**src/rtl/sd_pkg.sv**
```systemverilog
// Shared types and constants for the SD-card SPI byte engine.
package sd_pkg;

    typedef enum logic [1:0] {
        ST_IDLE,
        ST_LOW,
        ST_HIGH,
        ST_FINISH
    } sd_state_e;

    localparam logic       SPI_IDLE_MOSI = 1'b1;
    localparam logic [7:0] RD_RESET      = 8'hFF;

endpackage

```
**src/rtl/sd_spi_master_if.sv**
```systemverilog
// CPU-side byte strobe / status bundle between the Z80 port decoder and sd_spi_master.
interface sd_spi_master_if;

    logic       wr_stb;
    logic [7:0] wr_data;
    logic       fast_sel;
    logic       cs_ctl;
    logic [7:0] rd_data;
    logic       busy;
    logic       done;

    modport master (
        output wr_stb, wr_data, fast_sel, cs_ctl,
        input  rd_data, busy, done
    );

    modport slave (
        input  wr_stb, wr_data, fast_sel, cs_ctl,
        output rd_data, busy, done
    );

endinterface

```
**src/rtl/spi_halfper_cnt.sv**
```systemverilog
// Loadable down-counter: ticks once every (div_m1 + 1) enabled cycles; div is latched on load.
module spi_halfper_cnt #(
    parameter int unsigned CNT_W = 8
) (
    input  logic             i_clk,
    input  logic             i_reset,
    input  logic             i_load,
    input  logic [CNT_W-1:0] i_div_m1,
    input  logic             i_en,
    output logic             o_tick
);

    logic [CNT_W-1:0] r_div_m1;
    logic [CNT_W-1:0] r_cnt;

    always_ff @(posedge i_clk or posedge i_reset) begin
        if (i_reset) begin
            r_div_m1 <= '0;
            r_cnt    <= '0;
        end else if (i_load) begin
            r_div_m1 <= i_div_m1;
            r_cnt    <= i_div_m1;
        end else if (i_en) begin
            if (r_cnt == '0) begin
                r_cnt <= r_div_m1;
            end else begin
                r_cnt <= r_cnt - 1'b1;
            end
        end
    end

    // div=1 keeps the count at zero, so the tick fires every enabled cycle
    assign o_tick = i_en && (r_cnt == '0);

endmodule

```
**src/rtl/sd_spi_master.sv**
```systemverilog
// SPI mode-0 byte engine for the SD socket; MSB-first, one-cycle done pulse per byte.
// Optional SD_SPI_LOOPBACK_EN adds i_loop_en, which feeds MOSI back into the receive path.
module sd_spi_master
    import sd_pkg::*;
#(
    parameter int unsigned DIV_SLOW = 64,
    parameter int unsigned DIV_FAST = 2,
    parameter int unsigned CNT_W    = 8
) (
    input  logic                  i_clk,
    input  logic                  i_reset,
    sd_spi_master_if.slave        cpu,
`ifdef SD_SPI_LOOPBACK_EN
    input  logic                  i_loop_en,
`endif
    output logic                  o_sd_cs_n,
    output logic                  o_sd_sclk,
    output logic                  o_sd_mosi,
    input  logic                  i_sd_miso
);

    localparam logic [CNT_W-1:0] SLOW_M1 = CNT_W'(DIV_SLOW - 1);
    localparam logic [CNT_W-1:0] FAST_M1 = CNT_W'(DIV_FAST - 1);

    sd_state_e r_state;
    sd_state_e w_state_next;

    logic       w_start;
    logic       w_tick;
    logic       w_busy;
    logic       w_rx_in;
    logic       w_last;
    logic [CNT_W-1:0] w_div_m1;

    // r_shift holds the not-yet-sent TX bits above the already-received RX bits
    logic [6:0] r_shift;
    logic       r_rx_bit;
    logic [2:0] r_bit_cnt;
    logic       r_sclk;
    logic       r_mosi;
    logic       r_cs_n;
    logic [7:0] r_rd_data;

    assign w_busy   = (r_state == ST_LOW) || (r_state == ST_HIGH);
    assign w_last   = (r_bit_cnt == 3'd7);
    assign w_div_m1 = cpu.fast_sel ? FAST_M1 : SLOW_M1;

`ifdef SD_SPI_LOOPBACK_EN
    assign w_rx_in = i_loop_en ? r_mosi : i_sd_miso;
`else
    assign w_rx_in = i_sd_miso;
`endif

    spi_halfper_cnt #(
        .CNT_W (CNT_W)
    ) u_halfper (
        .i_clk    (i_clk),
        .i_reset  (i_reset),
        .i_load   (w_start),
        .i_div_m1 (w_div_m1),
        .i_en     (w_busy),
        .o_tick   (w_tick)
    );

    always_ff @(posedge i_clk or posedge i_reset) begin
        if (i_reset) begin
            r_state <= ST_IDLE;
        end else begin
            r_state <= w_state_next;
        end
    end

    always_comb begin
        w_state_next = r_state;
        w_start      = 1'b0;
        unique case (r_state)
            // FINISH accepts a new strobe so back-to-back bytes have no idle gap
            ST_IDLE, ST_FINISH: begin
                if (cpu.wr_stb) begin
                    w_start      = 1'b1;
                    w_state_next = ST_LOW;
                end else begin
                    w_state_next = ST_IDLE;
                end
            end
            ST_LOW: begin
                if (w_tick) begin
                    w_state_next = ST_HIGH;
                end
            end
            ST_HIGH: begin
                if (w_tick) begin
                    w_state_next = w_last ? ST_FINISH : ST_LOW;
                end
            end
            default: w_state_next = ST_IDLE;
        endcase
    end

    always_ff @(posedge i_clk or posedge i_reset) begin
        if (i_reset) begin
            r_shift   <= '0;
            r_rx_bit  <= 1'b0;
            r_bit_cnt <= '0;
            r_sclk    <= 1'b0;
            r_mosi    <= SPI_IDLE_MOSI;
            r_cs_n    <= 1'b1;
            r_rd_data <= RD_RESET;
        end else begin
            r_cs_n <= ~cpu.cs_ctl;
            if (w_start) begin
                r_shift   <= cpu.wr_data[6:0];
                r_mosi    <= cpu.wr_data[7];
                r_bit_cnt <= '0;
            end else if ((r_state == ST_LOW) && w_tick) begin
                r_sclk   <= 1'b1;
                r_rx_bit <= w_rx_in;
            end else if ((r_state == ST_HIGH) && w_tick) begin
                r_sclk <= 1'b0;
                if (w_last) begin
                    r_rd_data <= {r_shift, r_rx_bit};
                    r_mosi    <= SPI_IDLE_MOSI;
                end else begin
                    r_mosi    <= r_shift[6];
                    r_shift   <= {r_shift[5:0], r_rx_bit};
                    r_bit_cnt <= r_bit_cnt + 3'd1;
                end
            end
        end
    end

    assign cpu.rd_data = r_rd_data;
    assign cpu.busy    = w_busy;
    assign cpu.done    = (r_state == ST_FINISH);
    assign o_sd_cs_n   = r_cs_n;
    assign o_sd_sclk   = r_sclk;
    assign o_sd_mosi   = r_mosi;

endmodule
```
**src/flat_wrapper.sv**
```systemverilog
// flat-port wrapper written by rule: the top's interface ports become plain ports
module sd_spi_master_flat import sd_pkg::*;
#(
    parameter int unsigned DIV_SLOW = 64,
    parameter int unsigned DIV_FAST = 2,
    parameter int unsigned CNT_W    = 8
)
  (i_clk, i_reset, o_sd_cs_n, o_sd_sclk, o_sd_mosi, i_sd_miso, cpu_wr_stb, cpu_wr_data, cpu_fast_sel, cpu_cs_ctl, cpu_rd_data, cpu_busy, cpu_done);
  sd_spi_master_if cpu_i ();
  input  logic i_clk;
  input  logic i_reset;
  output logic o_sd_cs_n;
  output logic o_sd_sclk;
  output logic o_sd_mosi;
  input  logic i_sd_miso;
  input wire logic [$bits(cpu_i.wr_stb)-1:0] cpu_wr_stb;
  input wire logic [$bits(cpu_i.wr_data)-1:0] cpu_wr_data;
  input wire logic [$bits(cpu_i.fast_sel)-1:0] cpu_fast_sel;
  input wire logic [$bits(cpu_i.cs_ctl)-1:0] cpu_cs_ctl;
  output wire logic [$bits(cpu_i.rd_data)-1:0] cpu_rd_data;
  output wire logic [$bits(cpu_i.busy)-1:0] cpu_busy;
  output wire logic [$bits(cpu_i.done)-1:0] cpu_done;
  assign cpu_i.wr_stb = cpu_wr_stb;
  assign cpu_i.wr_data = cpu_wr_data;
  assign cpu_i.fast_sel = cpu_fast_sel;
  assign cpu_i.cs_ctl = cpu_cs_ctl;
  assign cpu_rd_data = cpu_i.rd_data;
  assign cpu_busy = cpu_i.busy;
  assign cpu_done = cpu_i.done;
  sd_spi_master #(.DIV_SLOW(DIV_SLOW), .DIV_FAST(DIV_FAST), .CNT_W(CNT_W)) u_core (.i_clk(i_clk), .i_reset(i_reset), .cpu(cpu_i), .o_sd_cs_n(o_sd_cs_n), .o_sd_sclk(o_sd_sclk), .o_sd_mosi(o_sd_mosi), .i_sd_miso(i_sd_miso));
endmodule
```
**config.mk**
```make
export PLATFORM = sky130hd
export DESIGN_NAME = sd_spi_master_flat
export DESIGN_NICKNAME = d
export VERILOG_FILES = /design/src/rtl/sd_pkg.sv /design/src/rtl/sd_spi_master_if.sv /design/src/rtl/spi_halfper_cnt.sv /design/src/rtl/sd_spi_master.sv /design/src/flat_wrapper.sv
export SDC_FILE = /design/constraint.sdc
export NUM_CORES = 1
export LEC_CHECK = 0
export CORE_MARGIN = 2
export CORE_UTILIZATION = 30
export CTS_CLUSTER_DIAMETER = 30
export CTS_CLUSTER_SIZE = 25
export DETAILED_ROUTE_END_ITERATION = 10
export PLACE_DENSITY = 0.55
export SYNTH_ARGS = -nofsm -noshare
export SYNTH_HDL_FRONTEND = slang
export SYNTH_SLANG_ARGS = --single-unit
```
**constraint.sdc**
```tcl
create_clock -name i_clk -period 5.32 [get_ports i_clk]
set_clock_uncertainty 0.1 [all_clocks]
set_input_delay 1.064 -clock i_clk [delete_from_list [all_inputs] [get_ports i_clk]]
set_output_delay 1.064 -clock i_clk [all_outputs]
set_load 0.1 [all_outputs]
```
==> results.toml <==
[drt]
antenna_left = 0
routedWlPerCell_um = 13.18
wl_met3_um = 137
highest_layer = "met4"
drt_iter0_markers = 103
vias = 1289
wl_met2_um = 1527
drc_errors = 0
postRouteWirelength_um = 3506
viasPerCell = 4.846
drt-pass1-iter-count = 4
drt-met1-wl_um = 1785

[floorplanning]
num_io_pins = 27
die_h_um = 78.37
coreArea_um2 = 5439
initial_core_util_pct = 30.50
die_area_um2 = 6141
num_rows = 27
die_w_um = 78.37

[synthesis]
yosys.area_share.simple_pct = 19.31
syn_nets = 181
yosysWarnings = 0
synth_top_family_by_area = "simple AND/OR/NAND/NOR gates"
synth_seq_cells = 34
synth_cell_types = 36
syn_avg_cell_area_um2 = 10.37
muxShareOfSynthArea_pct = 7.315
synth_compound_area_share_pct = 12.75
yosysSeqAreaShare_pct = 52.04
netlist_instances = 160
synthXorXnorAreaFrac_pct = 1.056
synth_area_um2 = 1659
synthAdderAreaFrac_pct = 5.279

[power]
power_density_nw_per_um2 = 243.0
leakage_nw = 0.8845
irDropWorstVdd_mv = 0.1064
p_total_mw = 0.5175

[critical_path]
path_class = "flop to output port"
r2r_setup_slack_ns = 2.89
r2r_end = "u_core.r_shift[5]"
cp_top_family = "buffers and inverters"
slowest_delay_ns = 1.17
crit_path_max_fanout = 9
endpoint = "cpu_busy"
required_ns = 4.16
crit_start = "u_core.r_state[0]"
startpoint_type = "flop"
reg2reg_from = "u_core.r_state[0]"
worstPathCellList = "inv_1 -> ha_1 -> inv_1 -> clkdlybuf4s50_1"
crit_buf_inv = 3
endpoint_kind = "output port"
rr_worst_depth = 6
critPathSlowestCell = "clkdlybuf4s50_1"
cp_num_cells = 4
cp.arrival_ns = 2.52
crit_top_cell = "inv_1"

[layout]
mostFrequentLayoutCell = "clkdlybuf4s50_1"
multi_input_area_um2 = 758.2
nNetsFinal = 214
regArea_um2 = 863.3
n_antenna_cell = 0
final_cell_mix = "26 x clkdlybuf4s50_1, 24 x dfrtp_1, 23 x nand2_1"
drive_gt1_share_pct = 18.04
syn_to_final_growth_pct = 28.36
nFillCells = 543

[clocking]
clock-sinks = 34
clock_path_buffers = 2
numCtsBuffers = 5
ctsResizeCount = 0
root_buffer = "clkbuf_8"
clk_pin_slew_ns = 0.08
ctsHoldBuffers = 0
htree_levels = 2
cts_tree = "done"
postCtsSetupRepairBufs = 0
clk_latency_ns = 0.29

[worst_hold_path]
hold_path_class = "flop to flop"
hp-start = "u_core.u_halfper.r_div_m1[0]"

[sta]
finalSetupViolCount = 0
relSlewSlack_pct = 34.98
fin_setup_tns_ns = 0
finalWorstPathRequiredPeriod_ns = 3.681
slew_viol_final = 0
fmax_mhz = 271.6
hold_viol = 0
grt_setup_unrepaired = "no"
period_share_pct = 69.20
worstMarginPinSlew_ns = 0.9723

[placement]
gp_congestion = 0.8165
dp_hpwl_um = 2461
port_buffers = 26

[global_routing]
grt_pass1_wl_um = 6161
first_global_vias = 1259
grt_max_degree = 35
antenna_found_initial = 0
grt_use_total_pct = 12.93
grt_overflow = 0

[run]
maxCapViolations = 0

[outcome]
status = "finished, final reports clean"
[through the flow]
step / util, % / cell area (um^2) / cells / hold WS (ns) / setup WS (ns)
3_3_place_gp: 37.15 / 2021 / 258 / 0.3605 / 1.987
6_report: 39.15 / 2130 / 266 / 0.3754 / 1.639
2_1_floorplan: - / 1659 / 160 / 0.3344 / 2.618
3_5_place_dp: 37.15 / 2021 / 258 / 0.3635 / 1.951
5_1_grt: 39.15 / 2130 / 266 / 0.4129 / 1.541
4_1_cts: 39.15 / 2130 / 266 / 0.3829 / 1.630
[worst register-to-register path, delay by kind of cell (launching register included)]
family / cells / cell delay, ns
buf+inv: 1 / 0.06
flops: 1 / 0.39
compound gates: 2 / 0.30
fa+ha+maj: 1 / 0.40
simple gates: 2 / 1.11
[state kept, by name, summed over array words and instances, names as in the netlist]
name and cells:
u_core.cpu.rd_data 8, u_core.u_halfper.r_cnt 8, u_core.r_shift 7, u_core.r_bit_cnt 3, u_core.r_state 2, u_core.u_halfper.r_div_m1 2, u_core.o_sd_cs_n 1, u_core.o_sd_mosi 1
u_core.o_sd_sclk 1, u_core.r_rx_bit 1
[Yosys cell counts (all sizes together)]
cell type / n / area (um^2)
nand4b: 1 / 8.760
nor4b: 2 / 32.53
mux2: 9 / 101.4
nand2: 23 / 86.33
inv: 7 / 26.28
o31a: 1 / 8.760
o311ai: 1 / 8.760
a22oi: 1 / 7.510
nor3b: 2 / 15.01
o211ai: 3 / 22.52
dfstp: 10 / 262.8
a211oi: 4 / 30.03
or4b: 1 / 13.76
nor4: 1 / 6.260
nand2b: 2 / 12.51
nor3: 3 / 20.02
nor2: 17 / 66.32
dfrtp: 24 / 600.6
xnor2: 2 / 17.52
and2: 1 / 6.260
a31oi: 3 / 18.77
buf: 1 / 3.750
mux2i: 2 / 20.02
nand4: 1 / 6.260
clkbuf: 2 / 7.510
a21oi: 14 / 70.07
nand3: 7 / 40.04
a22o: 2 / 17.52
ha: 7 / 87.58
or3: 1 / 6.260
o21ai: 4 / 20.02
a21o: 1 / 7.510
[report_power, final]
part	leakage, nW	switching (mW)	internal (mW)
clock	0.0579	0.0996	0.138
combinational	0.467	0.0100	0.00982
sequential	0.359	0.000403	0.260
total	0.885	0.110	0.407
[how the worst min path moves through the flow]
stage                              endpoint  cells after the start
6_report       u_core.u_halfper.r_div_m1[0]                      1
5_1_grt        u_core.u_halfper.r_div_m1[4]                      1
4_1_cts        u_core.u_halfper.r_div_m1[0]                      1
3_5_place_dp   u_core.u_halfper.r_div_m1[0]                      1
3_3_place_gp   u_core.u_halfper.r_div_m1[0]                      1
2_1_floorplan  u_core.u_halfper.r_div_m1[0]                      1
[layer usage]
layer / vias up / global-route usage, %
li1: 637 / -
met1: 623 / 17.13
met5: - / 0
met2: 24 / 19.91
met3: 5 / 3.793
met4: 0 / 5.088
[cell families (layout without fill, tap and decap cells)]
group,after synthesis,in the layout
mux,11,11
simple gates,62,62
xor+xnor,2,2
buf+inv,10,44
fa+ha+maj,7,7
flops,34,34
compound gates,34,34
[cell type report]
class                      instances  area share, %
sequential                        34          40.54
timing repair buffer              29          13.28
inverter                           7          1.234
multi-input combinational        116          35.61
clock inverter                     3          1.880
clock buffer                       5          3.231
tap                               72          4.230
No activity file was read; power rests on OpenSTA's default activity.
